$ cat config.mk
export PLATFORM = sky130hd
export DESIGN_NAME = traffic_sensor_cond
export DESIGN_NICKNAME = d
export VERILOG_FILES = /design/src/rtl/traffic_sensor_cond.sv
export SDC_FILE = /design/constraint.sdc
export NUM_CORES = 1
export LEC_CHECK = 0
export BUFFER_PORTS_ARGS = -buffer_cell sky130_fd_sc_hd__buf_2
export CAP_MARGIN = 10
export CORE_MARGIN = 8
export CORE_UTILIZATION = 56
export CTS_CLUSTER_DIAMETER = 60
export DETAILED_ROUTE_END_ITERATION = 16
export GPL_TIMING_DRIVEN = 0
export HOLD_SLACK_MARGIN = 0.1
export PLACE_DENSITY_LB_ADDON = 0.2
export SETUP_SLACK_MARGIN = 0.4
export SYNTH_ARGS = -nofsm -noshare
export SYNTH_HDL_FRONTEND = slang
export SYNTH_SLANG_ARGS = --single-unit
$ cat constraint.sdc
create_clock -name clk -period 2.7 [get_ports clk]
set_input_delay 0.405 -clock clk [delete_from_list [all_inputs] [get_ports clk]]
set_output_delay 0.405 -clock clk [all_outputs]
set_load 0.1 [all_outputs]
$ cat src/rtl/traffic_sensor_cond.sv
// rtl/traffic_sensor_cond.sv - loop-detector conditioning and demand arbitration for Ta/Tb
//
// traffic_sensor_lane: one detector channel. It synchronises, debounces and
// hold-stretches the detector, and it produces the lane's demand and arrival pulse.
//   clk, reset : clock, asynchronous active-high reset
//   raw        : asynchronous, bouncy loop-detector input
//   dem        : demand = debounced level or hold still running (combinational)
//   arrive     : one-cycle pulse on the edge after the debounced level rises
//
// traffic_sensor_cond: two lanes plus per-lane IDLE/ACTIVE/CUTOFF arbitration.
//   clk, reset       : clock, asynchronous active-high reset
//   raw_a, raw_b     : street A / B loop detectors
//   Ta, Tb           : traffic present, decoded from the lane state registers
//   a_arrive/b_arrive: debounced arrival pulses
//   a_cut, b_cut     : lane currently held in CUTOFF

`timescale 1ns/1ps

module traffic_sensor_lane #(
    parameter int DEB_CYCLES  = 4,
    parameter int HOLD_CYCLES = 8,
    parameter int CNT_W       = 6
) (
    input  logic clk,
    input  logic reset,
    input  logic raw,
    output logic dem,
    output logic arrive
);
    localparam logic [CNT_W-1:0] DEB_LAST  = CNT_W'(DEB_CYCLES - 1);
    localparam logic [CNT_W-1:0] HOLD_LOAD = CNT_W'(HOLD_CYCLES);
    localparam logic [CNT_W-1:0] ONE       = CNT_W'(1);

    logic             sync1;
    logic             sync2;
    logic             stable;
    logic             stable_d;
    logic [CNT_W-1:0] deb_cnt;
    logic [CNT_W-1:0] hold_cnt;

    always_ff @(posedge clk or posedge reset) begin
        if (reset) begin
            sync1    <= 1'b0;
            sync2    <= 1'b0;
            stable   <= 1'b0;
            stable_d <= 1'b0;
            deb_cnt  <= '0;
            hold_cnt <= '0;
            arrive   <= 1'b0;
        end else begin
            sync1 <= raw;
            sync2 <= sync1;

            // deb_cnt counts consecutive disagreeing samples; the last one flips stable.
            if (sync2 == stable) begin
                deb_cnt <= '0;
            end else if (deb_cnt == DEB_LAST) begin
                stable  <= ~stable;
                deb_cnt <= '0;
            end else begin
                deb_cnt <= deb_cnt + ONE;
            end

            stable_d <= stable;
            arrive   <= stable & ~stable_d;

            // Reloaded every cycle the detector is present. It then runs down after the fall.
            if (stable) begin
                hold_cnt <= HOLD_LOAD;
            end else if (hold_cnt != '0) begin
                hold_cnt <= hold_cnt - ONE;
            end
        end
    end

    assign dem = stable | (hold_cnt != '0);
endmodule

module traffic_sensor_cond #(
    parameter int DEB_CYCLES  = 4,
    parameter int HOLD_CYCLES = 8,
    parameter int MAX_GREEN   = 32,
    parameter int CNT_W       = 6
) (
    input  logic clk,
    input  logic reset,
    input  logic raw_a,
    input  logic raw_b,
    output logic Ta,
    output logic Tb,
    output logic a_arrive,
    output logic b_arrive,
    output logic a_cut,
    output logic b_cut
);
    typedef enum logic [1:0] {
        IDLE   = 2'b00,
        ACTIVE = 2'b01,
        CUTOFF = 2'b10
    } lane_state_t;

    localparam logic [CNT_W-1:0] RUN_LAST = CNT_W'(MAX_GREEN - 1);
    localparam logic [CNT_W-1:0] ONE      = CNT_W'(1);

    lane_state_t      state_a;
    lane_state_t      state_b;
    lane_state_t      state_a_nxt;
    lane_state_t      state_b_nxt;
    logic [CNT_W-1:0] run_a;
    logic [CNT_W-1:0] run_b;
    logic             dem_a;
    logic             dem_b;
    logic             cut_a;
    logic             cut_b;

    traffic_sensor_lane #(
        .DEB_CYCLES (DEB_CYCLES),
        .HOLD_CYCLES(HOLD_CYCLES),
        .CNT_W      (CNT_W)
    ) u_lane_a (
        .clk   (clk),
        .reset (reset),
        .raw   (raw_a),
        .dem   (dem_a),
        .arrive(a_arrive)
    );

    traffic_sensor_lane #(
        .DEB_CYCLES (DEB_CYCLES),
        .HOLD_CYCLES(HOLD_CYCLES),
        .CNT_W      (CNT_W)
    ) u_lane_b (
        .clk   (clk),
        .reset (reset),
        .raw   (raw_b),
        .dem   (dem_b),
        .arrive(b_arrive)
    );

    always_comb begin
        // B wins a simultaneous cutoff. A may not cut off while B is parked in CUTOFF.
        cut_b = (state_b == ACTIVE) && dem_b && (run_b == RUN_LAST) && dem_a;
        cut_a = (state_a == ACTIVE) && dem_a && (run_a == RUN_LAST) && dem_b &&
                !cut_b && (state_b != CUTOFF);

        state_a_nxt = state_a;
        state_b_nxt = state_b;

        case (state_a)
            IDLE:    if (dem_a) state_a_nxt = ACTIVE;
            ACTIVE:  if (!dem_a) state_a_nxt = IDLE;
                     else if (cut_a) state_a_nxt = CUTOFF;
            CUTOFF:  if (!dem_a) state_a_nxt = IDLE;
                     else if (cut_b || !dem_b) state_a_nxt = ACTIVE;
            default: state_a_nxt = IDLE;
        endcase

        case (state_b)
            IDLE:    if (dem_b) state_b_nxt = ACTIVE;
            ACTIVE:  if (!dem_b) state_b_nxt = IDLE;
                     else if (cut_b) state_b_nxt = CUTOFF;
            CUTOFF:  if (!dem_b) state_b_nxt = IDLE;
                     else if (cut_a || !dem_a) state_b_nxt = ACTIVE;
            default: state_b_nxt = IDLE;
        endcase
    end

    always_ff @(posedge clk or posedge reset) begin
        if (reset) begin
            state_a <= IDLE;
            state_b <= IDLE;
            run_a   <= '0;
            run_b   <= '0;
        end else begin
            state_a <= state_a_nxt;
            state_b <= state_b_nxt;

            // run counts cycles spent ACTIVE: cleared on entry, saturating while staying.
            if (state_a_nxt == ACTIVE) begin
                if (state_a != ACTIVE) begin
                    run_a <= '0;
                end else if (run_a != RUN_LAST) begin
                    run_a <= run_a + ONE;
                end
            end
            if (state_b_nxt == ACTIVE) begin
                if (state_b != ACTIVE) begin
                    run_b <= '0;
                end else if (run_b != RUN_LAST) begin
                    run_b <= run_b + ONE;
                end
            end
        end
    end

    assign Ta    = (state_a == ACTIVE);
    assign Tb    = (state_b == ACTIVE);
    assign a_cut = (state_a == CUTOFF);
    assign b_cut = (state_b == CUTOFF);
endmodule

Word level (Yosys, flattened, before mapping)
Index checks and enable logic that the tools add are counted.
{"block": "totals", "regBits": 50, "out_inout_bits": 6, "in_bits": 4, "elab_cells": 100}
{"block": "op_classes", "addsub": 6, "muxes": 24, "n_eq_ne": 17, "reduce_logical": 25, "bitwise_logic": 10}
{"cell": "6-bit 2-to-1 mux", "count": 12}
{"cell": "6-bit by 1-bit adder with 6-bit output (second input constant)", "count": 4}
{"cell": "2-bit 2-to-1 mux", "count": 10}
{"cell": "6-bit by 2-bit == test with 1-bit output (second input constant)", "count": 2}
{"cell": "6-bit by 5-bit == test with 1-bit output (second input constant)", "count": 2}
{"cell": "6-bit by 5-bit != test with 1-bit output (second input constant)", "count": 2}
{"cell": "2-bit case mux with 3 select lines", "count": 2}
{"cell": "6-bit nonzero test", "count": 2}
{"cell": "6-bit by 1-bit subtractor with 6-bit output (second input constant)", "count": 2}
{"cell": "2-bit by 1-bit == test with 1-bit output (second input constant)", "count": 4}
{"cell": "1-bit logical AND", "count": 8}
{"cell": "2-bit AND reduction", "count": 4}
{"cell": "2-bit nonzero test", "count": 4}
{"cell": "1-bit inverter", "count": 6}
{"cell": "2-bit == test (second input constant)", "count": 2}
{"cell": "2-bit logical NOT", "count": 2}
{"cell": "2-bit by 1-bit != test with 1-bit output (second input constant)", "count": 2}
{"cell": "1-bit logical NOT", "count": 3}
{"cell": "1-bit bitwise AND", "count": 2}
{"cell": "1-bit == test", "count": 2}
{"cell": "1-bit logical OR", "count": 2}
{"cell": "2-bit != test (second input constant)", "count": 1}
{"cell": "1-bit bitwise OR", "count": 2}

Logic depth before layout (Yosys ltp)
Gate-level depths: netlist (run 1).
{"block": "depth", "depth_word": 14, "mapped_depth": 6, "ltp_nobuf": 6}

Cells and area by module
Synthesis (run 1) repeated with hierarchy kept, for this count alone.
{"block": "hier_totals", "cells_unflattened": 226, "hier_area_um2": 2461.1}
{"module": "traffic_sensor_lane", "cells_each": 67, "n_inst": 2, "area_each_um2": 778.2}
{"module": "traffic_sensor_cond", "cells_each": 92, "n_inst": 1, "area_each_um2": 904.6}

Worst setup path before layout (run 1)
No wires, ideal clock.
{"block": "synth_timing", "path_type": "register to output", "from": "reg state_a[0]", "to": "out a_cut", "stages_incl_launch_ff": 2, "path_slack_ns": 0.515, "arrival_ns": 1.780, "required_time_ns": 2.295, "path_cell_list": "dfrtp_1 nor2b_1"}
{"block": "synth_via", "elab_chain_len": 1}
{"element": "start, declared", "line_no": "105", "text": "lane_state_t state_a;"}
{"element": "start signal, assigned", "line_no": "175", "text": "state_a <= state_a_nxt;"}
{"element": "2-bit == test", "line_no": "198", "text": "assign a_cut = (state_a == CUTOFF);"}
{"element": "end, declared", "line_no": "93", "text": "output logic a_cut,"}
No other way between the ends.

Worst setup path in the final report (run 1)
{"block": "layout_timing", "from": "reg state_b[0]", "to": "out b_cut"}
{"block": "layout_via", "elab_chain_len": 1}
{"element": "start, declared", "line_no": "106", "text": "lane_state_t state_b;"}
{"element": "start signal, assigned", "line_no": "176", "text": "state_b <= state_b_nxt;"}
{"element": "2-bit == test", "line_no": "199", "text": "assign b_cut = (state_b == CUTOFF);"}
{"element": "end, declared", "line_no": "94", "text": "output logic b_cut"}
No other way between the ends.

==> out/metrics.yaml, run 1 <==
status: "complete, no violations"
clockBufferDepth: 2
viasPerCell: 5.589
diodes: 0
io_pins: 10
first_iter_violations: 69
use_met1_pct: 17.46
use_met2_pct: 22.65
vias: 1699
arrival_ps: 1500
total_power_mw: 3.103
required_ps: 2300
min_period_ps: 1908
yosysSeqAreaShare_pct: 51.23
port_buffers: 9
syn_area_sq_mm: 0.002442
first_global_vias: 1692
max_slew_margin_pct: 58.56
placed_cells: 295
clkTransAtPathRegs_ps: 90
detail-route-antenna-nets: 0
synth_cell_types: 55
ir_worst_vdd_mv: 0.8124
path_class: "reg -> out"
die_area_sq_mm: 0.006731
yosys.area.top_type: "dfrtp_1"
timing.rr.end: "run_b[0]"
cts_tree: "done"
synth.net_count: 245
drt-total-wl_microns: 3995
die_h_microns: 82.04
crit_end: "b_cut"
r2r_setup_slack_ps: 800
yosys_warnings: 0
r2r_start: "u_lane_a.hold_cnt[0]"
chipWidth_microns: 82.04
firstDrtPassIters: 4
ys_ff_latch: 50
cts_resized: 0
ys_async_sr_fraction_pct: 100.0
rsz0062_at_grt: "no"
synth-edff-count: 0
grt_pass1_wl_microns: 7320
grt_max_degree: 36
syn2layout_area_growth_pct: 11.58
cts_htree_levels: 2
synth_area_leaders: "dfrtp_1 (51%), ha_1 (4.1%), nor2_1 (3.7%)"
core_area_sq_mm: 0.004264
wl_per_cell_microns: 13.14
synth_ff_type: "dfrtp_1"
fin_cells: 304
max_freq_mhz: 524.0
synth_top_area_share_pct: 51.23
finalClockSkew_ps: 8.009
worst_setup_path_start_kind: "flop"
dpl.hpwl_microns: 2883
start_util_pct: 57.28
nNetsFinal: 263
p_leak_nw: 1.223
hold_viol_final: 0
slew_viol_final: 0
row_count: 24
powerDensity_mw_per_mm2: 1139
synth_area_per_cell_sq_um: 10.48
gp_congestion: 0.8898
whs_path_depth: 1
synthCells: 233
setup.worst_path.start: "state_b[0]"
grt_use_total_pct: 13.79
insertion_delay_ps: 300
fin_setup_tns_ps: 0
period_share_pct: 70.68
drc: 0
drive_above_1_share_pct: 15.48
grt-busiest-layer: "met2"
use_met3_pct: 2.954
numCtsBuffers: 5
maxCapViolCount: 0
clockRootBuffer: "clkbuf_8"
overflow: 0
worst_pin_slew_ps: 620.2
critPathCaptureType: "primary output"
ff2ff_path_depth: 6
finalSetupViolCount: 0
worstPathMaxFanout: 9
hold_class: "in -> reg"
cts_sinks: 50
antenna_found_initial: 0
## flip-flops by register name, summed over array words and instances (netlist names)
| register | count |
|---|---|
| run_a | 6 |
| u_lane_a.arrive | 1 |
| u_lane_b.sync1 | 1 |
| u_lane_a.sync2 | 1 |
| state_b | 2 |
| u_lane_a.hold_cnt | 6 |
| state_a | 2 |
| u_lane_b.sync2 | 1 |
| u_lane_a.stable | 1 |
| u_lane_b.stable | 1 |
| u_lane_b.arrive | 1 |
| u_lane_a.sync1 | 1 |
| u_lane_a.stable_d | 1 |
| u_lane_b.deb_cnt | 6 |
| u_lane_b.stable_d | 1 |
| run_b | 6 |
| u_lane_b.hold_cnt | 6 |
| u_lane_a.deb_cnt | 6 |
## stage by stage
step / util, % / setup WS, ps / area [sq um] / hold WS, ps
3_5_place_dp: 60.33 / 819.6 / 2572 / 340.3
4_1_cts: 63.91 / 771.6 / 2725 / 200.7
3_3_place_gp: 59.86 / 450.2 / 2552 / 335.2
2_1_floorplan: - / 514.5 / 2442 / 331.2
5_1_grt: 63.91 / 670.9 / 2725 / 194.8
6_report: 63.91 / 791.5 / 2725 / 211.0
## critical path, stage by stage (launching register included)
cell and delay, ps:
dfrtp_1 370, buf_4 160, nand2b_1 200, inv_1 70, buf_2 420
## timing repair
action                                  CTS  global route
endpoints found under the setup margin    0             0
hold buffers                              1             0
buffers inserted                          0             0
endpoints found under the hold margin    15             0
## placed cells by master, fill, tap and decap left out, types with 7 or more instances in the layout
cell type and count:
inv_1 9, ha_1 8, nor3_1 7, nor2_1 24, a21oi_1 13, nand3_1 13
nand2_1 12, dfrtp_1 50, buf_2 10
## routing by layer
layer | part of all wire (%) | vias up | wire length [microns]
met5 | 0 | - | 0
met4 | 0.85 | 0 | 34
met3 | 1.8 | 4 | 71
met2 | 48 | 10 | 1921
met1 | 49 | 822 | 1968
li1 | - | 863 | -
## worst min path at each step
| stage | start | to | slack (ps) |
|---|---|---|---|
| after global placement | u_lane_b.sync1 | u_lane_b.sync2 | 340 |
| after global routing | raw_a | u_lane_a.sync1 | 190 |
| after floorplan | u_lane_a.sync1 | u_lane_a.sync2 | 330 |
| after CTS | raw_b | u_lane_b.sync1 | 200 |
| after detailed placement | u_lane_b.sync1 | u_lane_b.sync2 | 340 |
| final | raw_b | u_lane_b.sync1 | 210 |
## cell type report
class | count | area [sq um]
multi-input combinational | 167 | 1111
buffer | 6 | 42.54
sequential | 50 | 1251
tap | 52 | 65.06
fill | 357 | 1539
inverter | 10 | 37.54
timing repair buffer | 11 | 75.07
clock buffer | 6 | 82.58
clock inverter | 2 | 60.06
## where the power goes
part | internal (mW) | switching, mW | leakage (nW) | total [mW]
registers | 0.997 | 0.192 | 0.632 | 1.19
clock network | 0.395 | 0.246 | 0.0714 | 0.641
logic | 0.516 | 0.758 | 0.520 | 1.27
total | 1.91 | 1.19 | 1.22 | 3.10
## logic make-up (layout without fill, tap and decap cells)
group | count (synthesis) | after routing | share of synthesized area, %
multiplexers | 4 | 4 | 1.793
flip-flops | 50 | 50 | 51.23
AO/OA/AOI/OAI | 43 | 43 | 12.24
buffers and inverters | 16 | 35 | 3.279
XOR/XNOR | 12 | 12 | 4.303
adder cells (fa/ha/maj) | 8 | 8 | 4.099
AND/OR/NAND/NOR | 100 | 100 | 23.05
## cells in the mapped netlist (all sizes together), types with 2 or more instances
master / n
a211oi: 2
a21o: 3
a21oi: 13
a31oi: 4
and3: 3
and4: 2
buf: 4
clkbuf: 2
dfrtp: 50
ha: 8
inv: 10
mux2: 3
nand2: 12
nand2b: 6
nand3: 13
nand3b: 4
nand4: 2
nor2: 24
nor2b: 5
nor3: 9
nor3b: 2
nor4: 3
o21ai: 6
o31ai: 4
or2: 2
or3: 6
or3b: 3
xnor2: 6
xor2: 6
(Power assumes the default switching activity.)
==> run 2: changes to the inputs <==
--- a/config.mk
+++ b/config.mk
@@ -8,7 +8,7 @@
 export BUFFER_PORTS_ARGS = -buffer_cell sky130_fd_sc_hd__buf_2
 export CAP_MARGIN = 10
 export CORE_MARGIN = 8
-export CORE_UTILIZATION = 56
+export CORE_UTILIZATION = 55
 export CTS_CLUSTER_DIAMETER = 60
 export DETAILED_ROUTE_END_ITERATION = 16
 export GPL_TIMING_DRIVEN = 0
==> constraint.sdc (replaced) <==
create_clock -name clk -period 1.6 [get_ports clk]
set_input_delay 0.24 -clock clk [delete_from_list [all_inputs] [get_ports clk]]
set_output_delay 0.24 -clock clk [all_outputs]
set_load 0.1 [all_outputs]
==> out/metrics.yaml, run 2 (same netlist as run 1, synthesis figures left out) <==
status: "finished, violations left"
violations: "setup timing"
clockRootBuffer: "clkbuf_8"
drt-total-wl_microns: 6728
r2r_start: "run_b[0]"
grt_max_degree: 51
vias: 2148
insertion_delay_ps: 310
p_comb_share_pct: 58.0
maxCapViolCount: 0
first_iter_violations: 138
io_pins: 10
layout_common_cells: "buf_4 (47), dfrtp_1 (47), nor2_1 (15)"
overflow: 0
cts_htree_levels: 2
ir_worst_vdd_mv: 1.270
pwr-share-seq_pct: 30.7
arrival_ps: 1960
finalSetupViolCount: 18
grt_use_total_pct: 18.41
total_power_mw: 6.863
syn2layout_area_growth_pct: 48.36
max_freq_mhz: 570.1
antenna_found_initial: 0
dpl.hpwl_microns: 3068
row_count: 24
first_global_vias: 2007
p_leak_nw: 1.552
drc: 0
critPathCaptureType: "flop"
nFillCells: 195
grt_pass1_wl_microns: 9515
worstPathMaxFanout: 5
p_int_mw: 3.974
nNetsFinal: 320
switching_share_pct: 42.10
cts_sinks: 50
period_share_pct: 109.6
path_class: "reg -> reg"
port_buffers: 9
core_area_sq_mm: 0.004324
numCtsBuffers: 5
required_ps: 1810
die_area_sq_mm: 0.006829
diodes: 0
rsz0062_at_grt: "yes"
start_util_pct: 56.48
finalClockSkew_ps: 6.557
hold_viol_final: 0
hold_class: "in -> async"
max_slew_margin_pct: 29.06
p_switching_mw: 2.889
min_period_ps: 1754
slew_viol_final: 0
gp_congestion: 0.8197
drive_above_1_share_pct: 49.19
worst_setup_path_start_kind: "flop"
fin_util_pct: 83.80
ff2ff_path_depth: 5
clkTransAtPathRegs_ps: 100
detail-route-antenna-nets: 0
viasPerCell: 5.950
setup.worst_path.start: "run_b[0]"
clockBufferDepth: 2
firstDrtPassIters: 4
die_h_microns: 82.64
cts_tree: "done"
p_clk_share_pct: 11.3
chipWidth_microns: 82.64
powerDensity_mw_per_mm2: 1894
finalWorstSetupSlack_ps: -154.0
wl_per_cell_microns: 18.64
worst_pin_slew_ps: 1062
==> run 2: changes by cell type in the layout (fill, tap and decap cells not counted), sizes merged <==
cell | previous run | this run
bufinv | 2 | 0
inv | 10 | 8
clkinv | 0 | 1
dlygate4sd3 | 1 | 2
clkbuf | 8 | 6
buf | 14 | 71
clkinvlp | 0 | 4
==> run 2: what timing repair did <==
action                                  CTS  global route
pin swaps                                14            19
buffers inserted                         40            16
endpoints found under the setup margin   41            42
hold buffers                              2             0
gates resized for setup                  49            36
gates cloned                              1             0
hold endpoints to repair                  2             0
==> run 2: path summary, 6_finish.rpt <==
kind / slack, ps / endpoint
max in group asynchronous: 830 / state_a[1]
setup reg to reg: -150 / run_b[0]
hold reg to reg: 360 / u_lane_a.sync2
hold / removal: 160 / run_b[1]
setup / recovery: -150 / run_b[0]
min in group clk: 360 / u_lane_a.sync2
==> run 2: final cells by class <==
cell class	instances	area (sq um)	area share, %
sequential	50	1255	34.63
timing repair buffer	68	603.1	16.64
tap	52	65.06	1.796
inverter	10	48.80	1.347
buffer	6	75.07	2.072
clock inverter	3	25.02	0.6906
multi-input combinational	167	1483	40.92
clock buffer	5	68.82	1.899
==> run 2: metal layers <==
layer,routed length [microns],vias to the layer above,share of wire (%),global-route usage [%]
li1,-,984,-,-
met1,2872,1085,43,21.54
met2,3397,55,50,30.78
met3,244,24,3.6,4.437
met4,214,0,3.2,9.483
met5,0,-,0,0
==> run 2: worst max-delay path, stage by stage, from the launching register on <==
cell and delay (ps):
dfrtp_1 420, ha_1 250, and4_1 250, a31oi_1 330, o21ai_2 120, mux2_4 270
==> run 2: stage by stage <==
step / area [sq um] / TNS [ps] / hold WS (ps) / setup WS (ps) / instances
finish: 3623 / -1620 / 155.7 / -154.0 / 361
CTS: 3341 / -717.9 / 196.5 / -107.0 / 345
floorplan: 2610 / -271.5 / 271.4 / -91.36 / 233
global route: 3623 / -2645 / 228.0 / -212.5 / 361
detailed placement: 2720 / -1799 / 338.9 / -207.6 / 294
global placement: 2720 / -1600 / 333.1 / -190.8 / 294
==> run 2: power by group through the flow <==
stage	clock network, mW	logic [mW]	registers (mW)
final	0.779	3.98	2.11
after detailed placement	0	2.43	2.09
after floorplan	0	1.89	2.18
after CTS	0.789	3.31	2.04
after global placement	0	2.37	2.07
after global routing	0.835	4.23	2.15
==> run 3: changes to the inputs <==
--- a/config.mk
+++ b/config.mk
@@ -14,6 +14,7 @@
 export GPL_TIMING_DRIVEN = 0
 export HOLD_SLACK_MARGIN = 0.1
 export PLACE_DENSITY_LB_ADDON = 0.2
+export REMOVE_ABC_BUFFERS = 1
 export SETUP_SLACK_MARGIN = 0.4
 export SYNTH_ARGS = -nofsm -noshare
 export SYNTH_HDL_FRONTEND = slang
==> out/metrics.yaml, run 3 (same netlist as run 1, synthesis figures left out) <==
first_iter_violations: 153
diodes: 0
layout_common_cells: "buf_4 (46), dfrtp_1 (45), nor2_1 (19)"
clockBufferDepth: 2
status: "finished, violations left"
drive_above_1_share_pct: 47.33
die_h_microns: 82.64
antenna_found_initial: 0
crit_slowest_cell: "or3b_4"
syn2layout_area_growth_pct: 44.31
dpl.hpwl_microns: 2823
core_area_sq_mm: 0.004324
die_area_sq_mm: 0.006829
slew_viol_final: 0
clockRootBuffer: "clkbuf_8"
ff2ff_path_depth: 7
detail-route-antenna-nets: 0
crit_end: "run_b[3]"
maxCapViolCount: 0
r2r_setup_slack_ps: -160
period_share_pct: 109.8
min_period_ps: 1757
finalSetupViolCount: 19
hold_class: "reg -> reg"
r2r_start: "u_lane_a.hold_cnt[0]"
path_class: "reg -> reg"
p_leak_nw: 1.530
overflow: 0
ir_worst_vdd_mv: 1.067
finalClockSkew_ps: 6.708
wl_per_cell_microns: 16.67
arrival_ps: 1950
whs_path_depth: 0
final_common_cell: "buf_4"
cts_sinks: 50
worst_pin_slew_ps: 440.2
vias: 1999
rsz0062_at_grt: "yes"
max_freq_mhz: 569.2
grt_use_total_pct: 16.56
grt_max_degree: 39
drc: 0
cpLargestDelayFamily: "simple AND/OR/NAND/NOR gates"
port_buffers: 9
gp_congestion: 0.8524
worstPathMaxFanout: 4
nNetsFinal: 311
worst_setup_path_start_kind: "flop"
hold_viol_final: 0
drt-total-wl_microns: 5868
placed_cells: 289
clkTransAtPathRegs_ps: 90
cts_tree: "done"
fin_cells: 352
timing.rr.end: "run_b[3]"
max_slew_margin_pct: 70.53
critPathCaptureType: "flop"
chipWidth_microns: 82.64
total_power_mw: 6.524
path_depth: 7
nFillCells: 245
finalWorstSetupSlack_ps: -156.7
fin_util_pct: 81.51
start_util_pct: 56.48
cp_slowest_stage_delay_ps: 410
insertion_delay_ps: 310
crit_chain: "inv_2 -> ha_4 -> or3b_4 -> nor3_4 -> buf_4 -> nor2_2 -> o22a_1"
first_global_vias: 1930
fin_setup_tns_ps: -1549
cts_htree_levels: 2
place_ws_ps: -485.9
powerDensity_mw_per_mm2: 1851
required_ps: 1800
grt_pass1_wl_microns: 8749
critical_path_buf_inv_count: 2
violations: "setup timing"
firstDrtPassIters: 6
worstHoldStart: "u_lane_b.sync1"
numCtsBuffers: 5
viasPerCell: 5.679
row_count: 24
io_pins: 10
setup.worst_path.start: "u_lane_a.hold_cnt[0]"
==> run 3: metrics by stage <==
step                hold slack (ps)  cell area [sq um]
finish                        353.7               3525
global route                  361.4               3525
CTS                           354.8               3277
detailed placement            203.4               2530
global placement              332.5               2510
floorplan                     271.4               2400
==> run 3: final cells by class <==
| type | instances | area, sq um | area share [%] |
|---|---|---|---|
| multi-input combinational | 167 | 1455 | 41.29 |
| sequential | 50 | 1257 | 35.68 |
| timing repair buffer | 65 | 613.1 | 17.39 |
| clock buffer | 7 | 86.33 | 2.449 |
| tap | 52 | 65.06 | 1.846 |
| inverter | 10 | 42.54 | 1.207 |
| clock inverter | 1 | 5.005 | 0.1420 |
==> run 3: repair_timing <==
item / 4_1_cts / 5_1_grt
resized for setup: 87 / 25
pin swaps: 26 / 20
buffers inserted: 32 / 19
gates cloned: 1 / 0
endpoints found under the hold margin: 14 / 0
endpoints found under the setup margin: 41 / 40
hold buffers: 3 / 0
==> run 3: how the worst min path moves through the flow <==
stage	slack, ps	end
after detailed placement	200	u_lane_a.deb_cnt[3]
after global routing	360	u_lane_b.sync2
after floorplan	270	u_lane_a.sync1
final	350	u_lane_b.sync2
after CTS	350	u_lane_b.sync2
after global placement	330	u_lane_a.sync2
==> run 3: per-layer routing <==
layer | up-vias | part of all wire (%) | global-route usage [%]
met5 | - | 0 | 0
met4 | 0 | 1.4 | 7.586
met3 | 7 | 5.1 | 3.788
met2 | 56 | 52 | 27.02
met1 | 978 | 42 | 20.45
li1 | 958 | - | -
==> run 3: where the power goes <==
group	total (mW)	internal, mW	switching [mW]	leakage (nW)
Clock	0.755	0.349	0.406	0.0482
Sequential	2.16	1.69	0.467	0.628
Combinational	3.61	1.84	1.77	0.854
Total	6.52	3.88	2.64	1.53
